[src/rtl/fp32_pkg.sv]
// ============================================================================
// Module : fp32_pkg
// Brief  : Shared FP32 types, constants and flag indices for the add/sub
//          post-processing back end.
// Rev    : 1.0  initial release
// ============================================================================
`default_nettype none

package fp32_pkg;

    localparam int          BIAS    = 127;
    localparam logic [7:0]  EXP_MAX = 8'hFF;
    localparam logic [31:0] QNAN    = 32'h7FC0_0000;
    localparam int          MANT_W  = 28;

    localparam int FLAG_INVALID   = 3;
    localparam int FLAG_OVERFLOW  = 2;
    localparam int FLAG_UNDERFLOW = 1;
    localparam int FLAG_INEXACT   = 0;

    typedef struct packed {
        logic        sign;
        logic [7:0]  exp;
        logic [22:0] frac;
    } fp32_t;

    // Result class decided in the normalise stage and carried to the pack stage
    typedef enum logic [2:0] {
        K_NORM  = 3'd0,
        K_ZERO  = 3'd1,
        K_UFLOW = 3'd2,
        K_INF   = 3'd3,
        K_NAN   = 3'd4
    } kind_t;

    function automatic fp32_t pack_inf(input logic sign);
        fp32_t r;
        r.sign = sign;
        r.exp  = EXP_MAX;
        r.frac = '0;
        return r;
    endfunction

endpackage

`default_nettype wire

[src/rtl/lzc27.sv]
// ============================================================================
// Module : lzc27
// Brief  : Combinational 27-bit leading-zero counter with all-zero flag.
// Rev    : 1.0  initial release
// ============================================================================
`default_nettype none

module lzc27 (
    input  logic [26:0] a,
    output logic [4:0]  cnt,
    output logic        zero
);

    // Scanning upward lets the highest set bit win the final assignment
    always_comb begin
        cnt  = 5'd0;
        zero = 1'b1;
        for (int i = 0; i < 27; i++) begin
            if (a[i]) begin
                cnt  = 5'(26 - i);
                zero = 1'b0;
            end
        end
    end

endmodule

`default_nettype wire

[src/rtl/fp32_addsub_postprocessing.sv]
// ============================================================================
// Module : fp32_addsub_postprocessing
// Brief  : FP32 add/sub back end: S1 normalise, S2 round-nearest-even + pack,
//          valid/ready handshake. Optional macro FP32_POST_FLAGS_EN adds
//          out_flags = {invalid, overflow, underflow, inexact}.
// Rev    : 1.0  initial release
// ============================================================================
`default_nettype none

module fp32_addsub_postprocessing
    import fp32_pkg::*;
#(
    parameter int EXP_W  = 8,
    parameter int FRAC_W = 23
) (
    input  logic                    clk,
    input  logic                    rst,
    input  logic                    in_valid,
    output logic                    in_ready,
    input  logic                    in_sign,
    input  logic [EXP_W-1:0]        in_exp,
    input  logic [FRAC_W+4:0]       in_mant,
    input  logic                    in_inf,
    input  logic                    in_nan,
    output logic                    out_valid,
    input  logic                    out_ready,
`ifdef FP32_POST_FLAGS_EN
    output logic [3:0]              out_flags,
`endif
    output logic [EXP_W+FRAC_W:0]   out_result
);

    // ------------------------------------------------------------------
    // Handshake
    // ------------------------------------------------------------------
    logic r_s1_valid;
    logic r_out_valid;
    logic w_s2_adv;
    logic w_s1_adv;

    assign w_s2_adv  = !r_out_valid || out_ready;
    assign w_s1_adv  = !r_s1_valid || w_s2_adv;
    assign in_ready  = w_s1_adv;
    assign out_valid = r_out_valid;

    // ------------------------------------------------------------------
    // S1: normalise
    // ------------------------------------------------------------------
    logic [4:0]         w_lz;
    logic               w_lz_zero;
    logic [26:0]        w_mant_shl;
    logic signed [9:0]  w_exp_in;
    logic signed [9:0]  w_exp_norm;
    logic [25:0]        w_mant_norm;
    kind_t              w_kind;

    lzc27 u_lzc (
        .a    (in_mant[26:0]),
        .cnt  (w_lz),
        .zero (w_lz_zero)
    );

    assign w_mant_shl = in_mant[26:0] << w_lz;
    assign w_exp_in   = $signed({2'b00, in_exp});

    always_comb begin
        w_kind      = K_NORM;
        w_exp_norm  = w_exp_in;
        w_mant_norm = '0;
        if (in_nan) begin
            w_kind = K_NAN;
        end else if (in_inf) begin
            w_kind = K_INF;
        end else if (in_mant[27]) begin
            // Carry: the bit dropped off the right end folds into sticky
            w_mant_norm = {in_mant[26:2], in_mant[1] | in_mant[0]};
            w_exp_norm  = w_exp_in + 10'sd1;
        end else if (w_lz_zero) begin
            w_kind = K_ZERO;
        end else begin
            w_mant_norm = w_mant_shl[25:0];
            w_exp_norm  = w_exp_in - $signed({5'b00000, w_lz});
            if (w_exp_norm <= 10'sd0) begin
                w_kind = K_UFLOW;
            end
        end
    end

    logic               r_s1_sign;
    logic signed [9:0]  r_s1_exp;
    logic [25:0]        r_s1_mant;
    kind_t              r_s1_kind;

    always_ff @(posedge clk or posedge rst) begin
        if (rst) begin
            r_s1_valid <= 1'b0;
            r_s1_sign  <= 1'b0;
            r_s1_exp   <= '0;
            r_s1_mant  <= '0;
            r_s1_kind  <= K_ZERO;
        end else if (w_s1_adv) begin
            r_s1_valid <= in_valid;
            if (in_valid) begin
                r_s1_sign <= in_sign;
                r_s1_exp  <= w_exp_norm;
                r_s1_mant <= w_mant_norm;
                r_s1_kind <= w_kind;
            end
        end
    end

    // ------------------------------------------------------------------
    // S2: round to nearest even, pack
    // ------------------------------------------------------------------
    logic               w_round_up;
    logic [23:0]        w_frac_rnd;
    logic signed [9:0]  w_exp_fin;
    logic               w_ovf;
    fp32_t              w_result;

    // mant layout here: [25:3] frac, [2] guard, [1] round, [0] sticky
    assign w_round_up = r_s1_mant[2] & (r_s1_mant[1] | r_s1_mant[0] | r_s1_mant[3]);
    assign w_frac_rnd = {1'b0, r_s1_mant[25:3]} + {23'b0, w_round_up};
    assign w_exp_fin  = r_s1_exp + $signed({9'b0, w_frac_rnd[23]});
    assign w_ovf      = (w_exp_fin >= 10'sd255);

    always_comb begin
        w_result = '0;
        case (r_s1_kind)
            K_NAN:   w_result = QNAN;
            K_INF:   w_result = pack_inf(r_s1_sign);
            K_UFLOW: w_result.sign = r_s1_sign;
            K_NORM: begin
                if (w_ovf) begin
                    w_result = pack_inf(r_s1_sign);
                end else begin
                    w_result.sign = r_s1_sign;
                    w_result.exp  = w_exp_fin[7:0];
                    w_result.frac = w_frac_rnd[22:0];
                end
            end
            default: w_result = '0;
        endcase
    end

    always_ff @(posedge clk or posedge rst) begin
        if (rst) begin
            r_out_valid <= 1'b0;
            out_result  <= '0;
        end else if (w_s2_adv) begin
            r_out_valid <= r_s1_valid;
            if (r_s1_valid) begin
                out_result <= w_result;
            end
        end
    end

`ifdef FP32_POST_FLAGS_EN
    logic [3:0] w_flags;

    always_comb begin
        w_flags                 = '0;
        w_flags[FLAG_INVALID]   = (r_s1_kind == K_NAN);
        w_flags[FLAG_OVERFLOW]  = (r_s1_kind == K_NORM) && w_ovf;
        w_flags[FLAG_UNDERFLOW] = (r_s1_kind == K_UFLOW);
        w_flags[FLAG_INEXACT]   = ((r_s1_kind == K_NORM) && ((|r_s1_mant[2:0]) || w_ovf))
                                || (r_s1_kind == K_UFLOW);
    end

    always_ff @(posedge clk or posedge rst) begin
        if (rst) begin
            out_flags <= '0;
        end else if (w_s2_adv && r_s1_valid) begin
            out_flags <= w_flags;
        end
    end
`endif

endmodule

`default_nettype wire
[config.mk]
export PLATFORM = sky130hd
export DESIGN_NAME = fp32_addsub_postprocessing
export DESIGN_NICKNAME = d
export VERILOG_FILES = /design/src/rtl/fp32_pkg.sv /design/src/rtl/lzc27.sv /design/src/rtl/fp32_addsub_postprocessing.sv
export SDC_FILE = /design/constraint.sdc
export NUM_CORES = 1
export LEC_CHECK = 0
export CORE_UTILIZATION = 61
export CTS_CLUSTER_DIAMETER = 60
export CTS_CLUSTER_SIZE = 24
export DETAILED_ROUTE_END_ITERATION = 6
export PLACE_DENSITY = 0.87
export SYNTH_ARGS = -nofsm -noshare
export SYNTH_HDL_FRONTEND = slang
export SYNTH_SLANG_ARGS = --single-unit
[constraint.sdc]
create_clock -name clk -period 5.8 [get_ports clk]
set_clock_uncertainty 0.15 [all_clocks]
set_input_delay 1.16 -clock clk [delete_from_list [all_inputs] [get_ports clk]]
set_output_delay 1.16 -clock clk [all_outputs]
set_load 0.02 [all_outputs]
==> run metrics, run 1 <==
min Tclk post-route=4.67 ns; Synth area leaders=dfrtp_1 32%, nand2_1 6.0%, mux2i_1 5.4%, o21ai_0 5.3%, a21oi_1 3.4%; routed wire length=18200 um; Arrival @ worst endpoint=4.72 ns; syn_nets=743; main combinational cell family by area after synthesis=compound AO/OA/AOI/OAI gates; Post-Syn Area=5710 sq um; Fmax=0.214 GHz; pin count of the biggest net entering global routing=75; dominant synthesized flop cell=dfrtp_1; Setup Fix Bufs, Post-CTS=0; number of synthesized flops with an enable pin=0; Reg2Reg Depth=15; vias in the first global route=5676; share of cells above drive strength 1=6.89%; mux cell area share after synthesis=7.80%; post-synthesis simple-gate area fraction=20.8%; IO Pins=77; Critical Path Source Type=primary input; critical path peak fanout=23; fin crit share=80.5%; number of buffers created by CTS=9; WS Path Type=in -> reg; cell taking the most area after synthesis=dfrtp_1; xor/xnor cell area share of the yosys netlist=5.06%; TritonCTS clock tree=yes; Rel. slew slack=23.2%; Worst-path clk slew=0.08 ns; Hold Fails Final Rpt=0; fin nets=803; die area=9750 sq um; number of core rows=34; drt first-iter violations=762; Tot GR Track Use=38.1%; gp weighted congestion=1.10; post-route setup TNS=0 ns; Leak=0.00282 uW; PD cells=225 nW/um^2; Via density=6.92; sequential share of the synthesized area=32.4%; sequential cell area=1850 sq um; FF-to-FF End=out_result[13]$_DFFE_PP0P_; CTS Sinks=74; Multi-input gate area=3590 sq um; yosys synthesis warning count=0; max-slew violations=0; CTS Buffer Depth=2; Post-synth ARST share=100%; hold depth=2; starting density of the core=64.2%; Avg Cell Area, Syn=8.28 sq um; post_cts resized=0; Core ar.=8890 sq um; first-pass GRT wire length=29300 um; chip height=98.8 um; Post-DP Area=6510 sq um; RSZ-0062 raised after global routing=no; grt ovf=0; vias=5968; drt first pass iters=6; status=finished clean; top cell type's share of synthesized area=32.0%; Critical R2R Launch=r_s1_mant[6]$_DFFE_PP0P_; count of cell types in the netlist=75; # DRC=0; critical path startpoint=in_mant[7]; hold path endpoint=out_result[8]$_DFFE_PP0P_; Area Overhead vs Synth=17.6%; Die W=98.8 um; Routed Antenna Nets=0; Worst Setup End Kind=register; Post-Synthesis Cells=690; root buf cell=clkbuf_8; Skew-Pair Late Insertion Delay=0.34 ns; Worst Hold Class=reg -> reg; Max rail drop VDD=135 uV; flop2flop setup slack=1.40 ns; detail-routed net length per standard cell=21.1 um; Worst-Margin Slew=1.15 ns; post-synthesis compound-gate area fraction=26.8%; antenna violations before repair=0; H-tree Lvls=3; Synth Area in Adders=2.32%; Port-buffer cells=76; Post-CTS Hold Buffers=0; max cap viols=0; HP Start=out_result[8]$_DFFE_PP0P_; DP HPWL=13500 um; Seq cells post-synth=74; critical path data required time=5.85 ns; fillers=654; diode count=0; final instance area=6720 sq um; Setup violations, final=0
-- worst max-delay path, cell delays in order --
cell and delay [ns]:
clkdlybuf4s50_1 0.57, or4_1 0.53, o221a_1 0.25, o221a_4 0.31
inv_4 0.28, ha_1 0.29, nor2b_1 0.13, o21ai_0 0.21
a21oi_1 0.11, o21ai_0 0.28, and4b_1 0.24, o21a_1 0.14
xnor2_1 0.12, o21ai_1 0.08
-- cells in the final DEF (no fill, tap or decap), drive strengths merged, types with 10 or more instances in the layout --
cell type,count
o21ai,64
o221ai,11
mux2i,31
nor3,10
a21oi,39
clkbuf,11
clkdlybuf4s50,76
nor4,12
nand2,92
inv,22
xor2,21
buf,13
dfrtp,73
mux2,12
and3,11
nor2,46
nand3,21
a22oi,26
xnor2,12
-- how the worst max path moves through the flow --
stage | end | slack (ns) | depth (start not counted)
final | r_s1_exp[7]$_DFFE_PP0P_ | 1.13 | 14
after global routing | r_s1_exp[7]$_DFFE_PP0P_ | 0.87 | 14
after CTS | r_s1_exp[7]$_DFFE_PP0P_ | 1.21 | 14
after detailed placement | r_s1_exp[7]$_DFFE_PP0P_ | 0.85 | 14
after global placement | r_s1_kind[1]$_DFFE_PP0P_ | 0.97 | 14
after floorplan | r_s1_exp[6]$_DFFE_PP0P_ | 1.39 | 20
-- cell usage after synthesis (4+ instances only) --
| cell type | count |
|---|---|
| a211oi_1 | 6 |
| a21boi_0 | 4 |
| a21o_1 | 6 |
| a21oi_1 | 39 |
| a221oi_1 | 7 |
| a22oi_1 | 26 |
| a31oi_1 | 4 |
| and2_1 | 6 |
| and3_1 | 11 |
| buf_2 | 11 |
| clkbuf_1 | 24 |
| dfrtp_1 | 73 |
| ha_1 | 9 |
| inv_1 | 19 |
| mux2_2 | 11 |
| mux2i_1 | 31 |
| nand2_1 | 92 |
| nand2b_1 | 6 |
| nand3_1 | 21 |
| nand3b_1 | 4 |
| nand4_1 | 6 |
| nor2_1 | 46 |
| nor2b_1 | 9 |
| nor3_1 | 10 |
| nor3b_1 | 4 |
| nor4_1 | 12 |
| o211ai_1 | 6 |
| o21ai_0 | 61 |
| o221ai_1 | 11 |
| o31ai_1 | 9 |
| or4_1 | 5 |
| xnor2_1 | 12 |
| xor2_1 | 21 |
-- per-stage QoR --
stage,total power [uW],worst slack (ns),cells,hold WS [ns],util (%)
3_3_place_gp,1090,0.968,847,0.312,73.3
6_report,1510,1.13,863,0.334,75.6
3_5_place_dp,1100,0.847,847,0.319,73.3
4_1_cts,1510,1.21,863,0.337,75.6
5_1_grt,1570,0.869,863,0.358,75.6
2_1_floorplan,905,1.39,690,0.299,-
-- cell families (layout without fill, tap and decap cells) --
group	Yosys count	after routing
xor+xnor	33	33
compound gates	224	224
buf+inv	61	126
mux	43	43
flops	74	74
fa+ha+maj	10	10
simple gates	245	245
-- cell type report --
| cell class | instances | share of cell area [%] |
|---|---|---|
| Clock buffer | 11 | 2.10 |
| Inverter | 21 | 1.21 |
| Multi-Input combinational cell | 555 | 53.4 |
| Clock inverter | 5 | 0.931 |
| Sequential cell | 74 | 27.6 |
| Timing Repair Buffer | 89 | 12.8 |
| Tap cell | 108 | 2.01 |
-- sequential cells by signal (all words and copies together) (netlist names) --
register    cells
r_s1_sign       1
out_result     32
r_s1_valid      1
out_valid       1
r_s1_kind       3
r_s1_mant      26
r_s1_exp       10
-- metal layers --
layer	vias up	global-route usage (%)	part of all wire, %
met5	-	0	0
met4	0	17.5	4.5
met3	87	6.88	10
met2	423	58.9	44
met1	2751	52.1	41
li1	2707	-	-
-- power by group --
part | internal (uW) | total (uW) | switching, uW
clock | 213 | 408 | 195
sequential | 576 | 639 | 62.4
combinational | 195 | 467 | 271
total | 984 | 1510 | 528
Note: power is estimated with default switching activity, not from simulation.
==> run 2: changes to the inputs <==
Settings changed: CORE_UTILIZATION 61 to 51, PLACE_DENSITY 0.87 to 0.78.
Clock period 5.8 ns to 3.8 ns, I/O delays scaled along.
==> run 2 against run 1 <==
  * Hold slack improved by 0.0086 ns
  * Sequential power rose by 52%
  * Sequential share of layout area fell by 4.0 points
  * Routed wire length rose by 13%
  * Register-to-register slack got worse by 1.2 ns
  * Cell count rose by 17%
  * Count of clock-buffer cells in the layout fell by 2
  * Global-route usage fell by 2.0 points
  * Total power rose by 64%
  * Via count rose by 6.6%
  * Flip-flop and latch count did not move
  * Combinational power rose by 83%
  * Largest cell class unchanged
==> run metrics, run 2 (synthesized netlist as in run 1, its figures left out) <==
Worst Setup End Kind=register (unchanged); crit-path most repeated cell=mux2i_1 (was o21ai_0); Core ar.=10900 sq um (was 8890 sq um); root buf cell=clkbuf_8 (unchanged); most flop-heavy register=out_result (unchanged); Critical R2R Launch=r_s1_mant[8]$_DFFE_PP0P_ (was r_s1_mant[6]$_DFFE_PP0P_); post-layout util=72.2% (was 75.6%); critical path startpoint=in_mant[4] (was in_mant[7]); share of cells above drive strength 1=23.0% (was 6.89%); Bufs and invs on worst path=4 (was 2); CTS Buffer Depth=2 (unchanged); Critical Path Source Type=primary input (unchanged); clock power share=26.4% (was 26.9%); Seq pwr share=39.2% (was 42.2%); Leak=0.00354 uW (was 0.00282 uW); Via density=6.28 (was 6.92); Post-CTS Hold Buffers=0 (unchanged); commonest cells after routing, fill and taps aside=130 x buf_4, 92 x nand2_1, 73 x dfrtp_1, 66 x clkdlybuf4s50_1, 58 x o21ai_0 (was 92 x nand2_1, 76 x clkdlybuf4s50_1, 73 x dfrtp_1, 61 x o21ai_0, 46 x nor2_1); # DRC=0 (unchanged); DP HPWL=15600 um (was 13500 um); Setup violations, final=0 (unchanged); CTS Sinks=74 (unchanged); CP max-delay cell=or4_1 (was clkdlybuf4s50_1); max cap viols=0 (unchanged); flop2flop setup slack=0.20 ns (was 1.40 ns); critical path peak fanout=22 (was 23); fin nets=923 (was 803); Switch Pwr=841 uW (was 528 uW); Worst-Margin Slew=1.03 ns (was 1.15 ns); drt first-iter violations=685 (was 762); H-tree Lvls=3 (unchanged); FF-to-FF End=out_result[13]$_DFFE_PP0P_ (unchanged); WS Path Type=in -> reg (unchanged); Cell Chain, Critical Path=clkdlybuf4s50_1 -> or4_1 -> o221a_1 -> o221a_4 -> inv_4 -> buf_12 -> mux2i_1 -> mux2i_1 -> mux2i_1 -> buf_4 -> o21ai_0 -> a21o_1 (was clkdlybuf4s50_1 -> or4_1 -> o221a_1 -> o221a_4 -> inv_4 -> ha_1 -> nor2b_1 -> o21ai_0 -> a21oi_1 -> o21ai_0 -> and4b_1 -> o21a_1 -> xnor2_1 -> o21ai_1); TritonCTS clock tree=yes (unchanged); pin count of the biggest net entering global routing=52 (was 75); largest registers=out_result x32, r_s1_mant x26, r_s1_exp x10 (unchanged); PD cells=316 nW/um^2 (was 225 nW/um^2); critical path data required time=3.89 ns (was 5.85 ns); Worst Setup EP=r_s1_mant[23]$_DFFE_PP0P_ (was r_s1_exp[7]$_DFFE_PP0P_); vias=6363 (was 5968); IO Pins=77 (unchanged); Skew-Pair Late Insertion Delay=0.35 ns (was 0.34 ns); fin crit share=98.2%; number of cells on the critical path=12 (was 14); Top delay family on crit path=buffers and inverters (was compound AO/OA/AOI/OAI gates); most common cell after layout, fill and taps aside=buf_4 (was nand2_1); max reg flops=32 (unchanged); starting density of the core=52.5% (was 64.2%); Port-buffer cells=76 (unchanged); Tot GR Track Use=36.1% (was 38.1%); Fmax=0.268 GHz; Switching Share=33.9% (was 34.9%); Routed Antenna Nets=0 (unchanged); drt first pass iters=6 (unchanged); Reg2Reg Depth=18 (was 15); final total power=2480 uW (was 1510 uW); gp weighted congestion=0.937 (was 1.10); grt ovf=0 (unchanged); number of core rows=38 (was 34); vias in the first global route=6091 (was 5676); RSZ-0062 raised after global routing=yes (was no); detail-routed net length per standard cell=20.2 um (was 21.1 um); Rel. slew slack=31.2% (was 23.2%); Area Overhead vs Synth=37.6% (was 17.6%); routed wire length=20500 um (was 18200 um); diode count=0 (unchanged); min Tclk post-route=3.73 ns; chip height=108 um (was 98.8 um); first-pass GRT wire length=32100 um (was 29300 um); max-slew violations=0 (unchanged); die area=11600 sq um (was 9750 sq um); Max rail drop VDD=277 uV (was 135 uV); Arrival @ worst endpoint=3.82 ns (was 4.72 ns); sequential cell area=1850 sq um (unchanged); Die W=108 um (was 98.8 um); slowest stage delay, CP=0.53 ns (was 0.57 ns); Worst Hold Class=reg -> reg (unchanged); Comb power frac=34.4% (was 30.8%); Hold Fails Final Rpt=0 (unchanged); number of buffers created by CTS=9 (unchanged); status=finished clean (unchanged); antenna violations before repair=0 (unchanged); Multi-input gate area=3730 sq um (was 3590 sq um); fillers=827 (was 654); internal power=1640 uW (was 984 uW); Worst-path clk slew=0.07 ns (was 0.08 ns)
## run 2: timing repair
item | CTS | global route
gates cloned | 0 | 0
endpoints found under the setup margin | 2 | 45
buffers inserted | 0 | 2
hold endpoints to repair | 0 | 0
gates resized for setup | 1 | 43
pin swaps | 0 | 14
## run 2: worst min path at each step
stage	end	from	slack (ns)	cells after the start
detailed placement	out_result[20]$_DFFE_PP0P_	out_result[20]$_DFFE_PP0P_	0.32	2
global route	out_result[3]$_DFFE_PP0P_	out_result[3]$_DFFE_PP0P_	0.36	2
finish	out_result[6]$_DFFE_PP0P_	out_result[6]$_DFFE_PP0P_	0.34	2
global placement	out_result[6]$_DFFE_PP0P_	out_result[6]$_DFFE_PP0P_	0.31	2
floorplan	r_s1_mant[0]$_DFFE_PP0P_	r_s1_mant[0]$_DFFE_PP0P_	0.30	2
CTS	out_result[3]$_DFFE_PP0P_	out_result[3]$_DFFE_PP0P_	0.34	2
## run 2: power by group through the flow
stage	sequential [uW]	combinational (uW)	clock (uW)
2_1_floorplan	1020	366	0
3_3_place_gp	972	803	0
3_5_place_dp	982	814	0
4_1_cts	967	822	658
5_1_grt	982	918	689
6_report	972	854	655
## run 2: tightest hold or removal path: stages (launching register included)
cell and delay (ns):
dfrtp_1 0.35, nand2_1 0.05, o21ai_0 0.06
## run 2: final cells by class
type	count	share of cell area [%]
multi-input combinational	555	47.5
sequential	74	23.6
timing repair buffer	209	23.1
tap	140	2.23
clock buffer	9	1.58
clock inverter	6	1.05
inverter	21	1.03
## run 2: metal layers
metal  GRT usage, %  share of wire (%)  wire, um  vias up
met2           55.3                 45      9200      316
met3           6.96                7.5      1530       62
met1           49.5                 44      9060     3041
met4           15.2                3.6       745        0
li1               -                  -         -     2944
met5              0                  0         0        -
## run 2: per-stage QoR
step	std cells	area (sq um)	hold WS, ns	TNS [ns]	worst slack [ns]
after floorplan	690	5730	0.299	0	0.0164
after global placement	997	7470	0.312	-5.30	-0.331
after detailed placement	997	7470	0.323	-6.56	-0.414
after CTS	1012	7680	0.345	0	0.0332
after global routing	1014	7860	0.361	-0.167	-0.113
final	1014	7860	0.343	0	0.0693
==> run 3: changes to the inputs <==
Settings changed: ABC_AREA set to 1, CORE_UTILIZATION 51 to 56, PLACE_DENSITY 0.78 to 0.81.
Clock period 3.8 ns to 4.15 ns, I/O delays scaled along.
==> run 3 against run 2 <==
  * The flow now finishes with violations (DRC, setup timing)
  * Total power shrank 10%
  * First-iteration DRC count grew 46%
  * Hold slack lost 0.00098 ns
  * Count of clock-buffer cells in the layout grew 2
  * Routed wire length grew 3.8%
  * Combinational power shrank 0.7%
  * Sequential power shrank 7.5%
  * Flip-flop and latch count is the same
  * Register-to-register slack lost 0.25 ns
  * Largest power group unchanged
==> run metrics, run 3 <==
fin nets=1065 (was 923); most flop-heavy register=out_result (unchanged); CTS Sinks=74 (unchanged); commonest cells after routing, fill and taps aside=242 x nand2_1, 127 x nand3_1, 93 x buf_4, 81 x inv_1, 73 x dfrtp_1 (was 130 x buf_4, 92 x nand2_1, 73 x dfrtp_1, 66 x clkdlybuf4s50_1, 58 x o21ai_0); fin crit share=101%; WS Path Type=reg -> reg (was in -> reg); cell taking the most area after synthesis=dfrtp_1 (unchanged); Post-synth ARST share=100% (unchanged); post-route insts no fill=1148 (was 1014); yosys synthesis warning count=0 (unchanged); DP HPWL=15000 um (was 15600 um); critical path peak fanout=15 (was 22); setup ws final=-0.0500 ns (was 0.0693 ns); FF-to-FF End=out_result[8]$_DFFE_PP0P_ (was out_result[13]$_DFFE_PP0P_); max-slew violations=0 (unchanged); Area Overhead vs Synth=32.2% (was 37.6%); starting density of the core=58.1% (was 52.5%); grt ovf=0 (unchanged); # placed instances=1121 (was 997); pin count of the biggest net entering global routing=32 (was 52); violated checks=DRC, setup timing; Tot GR Track Use=38.1% (was 36.1%); Worst-path clk slew=0.07 ns (about the same); Reg2Reg Depth=23 (was 18); DP Worst Slack=-0.521 ns (was -0.414 ns); drt first-iter violations=999 (was 685); status=complete, but fails checks (was finished clean); diode count=0 (unchanged); H-tree Lvls=3 (unchanged); post-route setup TNS=-0.0716 ns (was 0 ns); Synth area leaders=dfrtp_1 32%, nand2_1 16%, nand3_1 12%, inv_1 5.7%, nor2_1 4.0% (was dfrtp_1 32%, nand2_1 6.0%, mux2i_1 5.4%, o21ai_0 5.3%, a21oi_1 3.4%); hold depth=2 (unchanged); Max rail drop VDD=255 uV (was 277 uV); Worst-Margin Slew=0.774 ns (was 1.03 ns); Commonest cells post-synth=245 x nand2_1, 135 x nand3_1, 87 x inv_1 (was 92 x nand2_1, 73 x dfrtp_1, 61 x o21ai_0); Die W=103 um (was 108 um); chip height=103 um (was 108 um); Worst Hold Class=reg -> reg (unchanged); dominant synthesized flop cell=dfrtp_1 (unchanged); PD cells=293 nW/um^2 (was 316 nW/um^2); Skew-Pair Late Insertion Delay=0.36 ns (was 0.35 ns); count leader, synth=nand2_1 (unchanged); most common cell after layout, fill and taps aside=nand2_1 (was buf_4); Arrival @ worst endpoint=4.29 ns (was 3.82 ns); count of cell types in the netlist=50 (was 75); Rel. slew slack=48.3% (was 31.2%); number of core rows=36 (was 38); Post-Synthesis Cells=861 (was 690); Hold Fails Final Rpt=0 (unchanged); critical path data required time=4.24 ns (was 3.89 ns); root buf cell=clkbuf_8 (unchanged); Leak=0.00365 uW (was 0.00354 uW); # DRC=2 (was 0); Via density=6.17 (was 6.28); met3 usage=5.63% (was 6.96%); Core ar.=9860 sq um (was 10900 sq um); M2 GR Usage=61.8% (was 55.3%); number of buffers created by CTS=9 (unchanged); number of synthesized flops with an enable pin=0 (unchanged); busiest grt layer=met2 (unchanged); vias=7088 (was 6363); max cap viols=0 (unchanged); CTS Buffer Depth=2 (unchanged); top cell type's share of synthesized area=31.9% (was 32.0%); hold path endpoint=r_s1_mant[25]$_DFFE_PP0P_ (was out_result[6]$_DFFE_PP0P_); detail-routed net length per standard cell=18.6 um (was 20.2 um); met1 usage=52.4% (was 49.5%); Setup violations, final=2 (was 0); max reg flops=32 (unchanged); sequential share of the synthesized area=32.3% (was 32.4%); first-pass GRT wire length=30700 um (was 32100 um); Port-buffer cells=76 (unchanged); Worst Setup End Kind=register (unchanged); antenna violations before repair=0 (unchanged); HP Start=r_s1_mant[25]$_DFFE_PP0P_ (was out_result[6]$_DFFE_PP0P_); routed wire length=21300 um (was 20500 um); die area=10600 sq um (was 11600 sq um); final total power=2220 uW (was 2480 uW); gp weighted congestion=0.982 (was 0.937); Critical Path Source Type=register (was primary input); IO Pins=77 (unchanged); Routed Antenna Nets=0 (unchanged); vias in the first global route=6106 (was 6091); Seq cells post-synth=74 (unchanged); drt first pass iters=7 (was 6); min Tclk post-route=4.20 ns; Post-Syn Area=5730 sq um (was 5710 sq um); Avg Cell Area, Syn=6.66 sq um (was 8.28 sq um); TritonCTS clock tree=yes (unchanged); largest registers=out_result x32, r_s1_mant x26, r_s1_exp x10 (unchanged); Critical R2R Launch=r_s1_mant[2]$_DFFE_PP0P_ (was r_s1_mant[8]$_DFFE_PP0P_); syn_nets=914 (was 743); Fmax=0.238 GHz; share of cells above drive strength 1=17.1% (was 23.0%); flop2flop setup slack=-0.05 ns (was 0.20 ns)
[run 3: cell types whose count changed after synthesis, sizes merged, moves of 12 or more]
cell   change
o21ai     -12
mux2      -12
inv       +69
nand2    +158
mux2i     -31
nand3    +118
a22oi     -15
nor2      +19
[run 3: cell type report]
class | count | area [sq um]
clock buffers | 11 | 141
clock inverters | 3 | 17.5
fillers | 716 | 2290
inverters | 94 | 353
multi-input cells | 662 | 3560
flip-flops and latches | 74 | 1850
well taps | 133 | 166
repair buffers | 171 | 1490
[run 3: cells by family after synthesis]
family,after synthesis,share of synthesized area [%]
buffers and inverters,125,9.19
and+or+nand+nor,481,36.6
adders and majority gates,10,2.31
AOI/OAI and AO/OA,145,15.6
xor gates and xnor gates,26,3.97
DFF,74,32.3
[run 3: what timing repair did]
item | 4_1_cts | 5_1_grt
buffers inserted | 3 | 11
pin swaps | 8 | 24
setup endpoints to repair | 27 | 37
hold buffers | 0 | 0
resized for setup | 13 | 59
[run 3: how the worst max path moves through the flow]
stage	cells after the start	end	slack, ns	startpoint
after global placement	37	r_s1_kind[1]$_DFFE_PP0P_	-0.42	in_mant[2]
after detailed placement	37	r_s1_kind[1]$_DFFE_PP0P_	-0.52	in_mant[2]
after CTS	23	out_result[23]$_DFFE_PP0P_	0.03	r_s1_mant[2]$_DFFE_PP0P_
after floorplan	38	r_s1_kind[1]$_DFFE_PP0P_	0.09	in_mant[2]
after global routing	16	out_result[22]$_DFFE_PP0P_	-0.42	r_s1_mant[2]$_DFFE_PP0P_
final	23	out_result[8]$_DFFE_PP0P_	-0.05	r_s1_mant[2]$_DFFE_PP0P_
[run 3: worst max-delay path, stage by stage, from the launching register on]
cell     delay (ns)
dfrtp_1        0.42
nand2_2        0.11
nor2_4         0.12
nand3_2        0.11
nor2_4         0.13
nand3_2        0.09
nor3_2         0.22
nand3_2        0.16
nor4_4         0.31
nand3_2        0.17
nor2_2         0.11
ha_2           0.21
ha_4           0.16
nand3_2        0.09
nor2_2         0.15
inv_1          0.09
nor3_2         0.14
xor2_1         0.20
o41ai_2        0.10
nand2_2        0.14
buf_6          0.12
nand3_4        0.14
buf_12         0.20
o21ai_0        0.24
[run 3: metal layers]
| layer | share of wire [%] | vias to the layer above |
|---|---|---|
| met5 | 0 | - |
| met4 | 3.8 | 0 |
| met3 | 11 | 91 |
| met2 | 45 | 535 |
| met1 | 40 | 3264 |
| li1 | - | 3198 |
[run 3: power by group]
group	total, uW	internal, uW	switching, uW
clock network	474	225	249
logic	848	341	507
registers	899	816	82.6
[run 3: metrics by stage]
| step | hold WS [ns] | instance area, sq um | util, % |
|---|---|---|---|
| final | 0.342 | 7580 | 76.8 |
| after detailed placement | 0.318 | 7110 | 72.1 |
| after floorplan | 0.297 | 5730 | - |
| after global routing | 0.362 | 7580 | 76.8 |
| after CTS | 0.335 | 7320 | 74.2 |
| after global placement | 0.316 | 7110 | 72.1 |
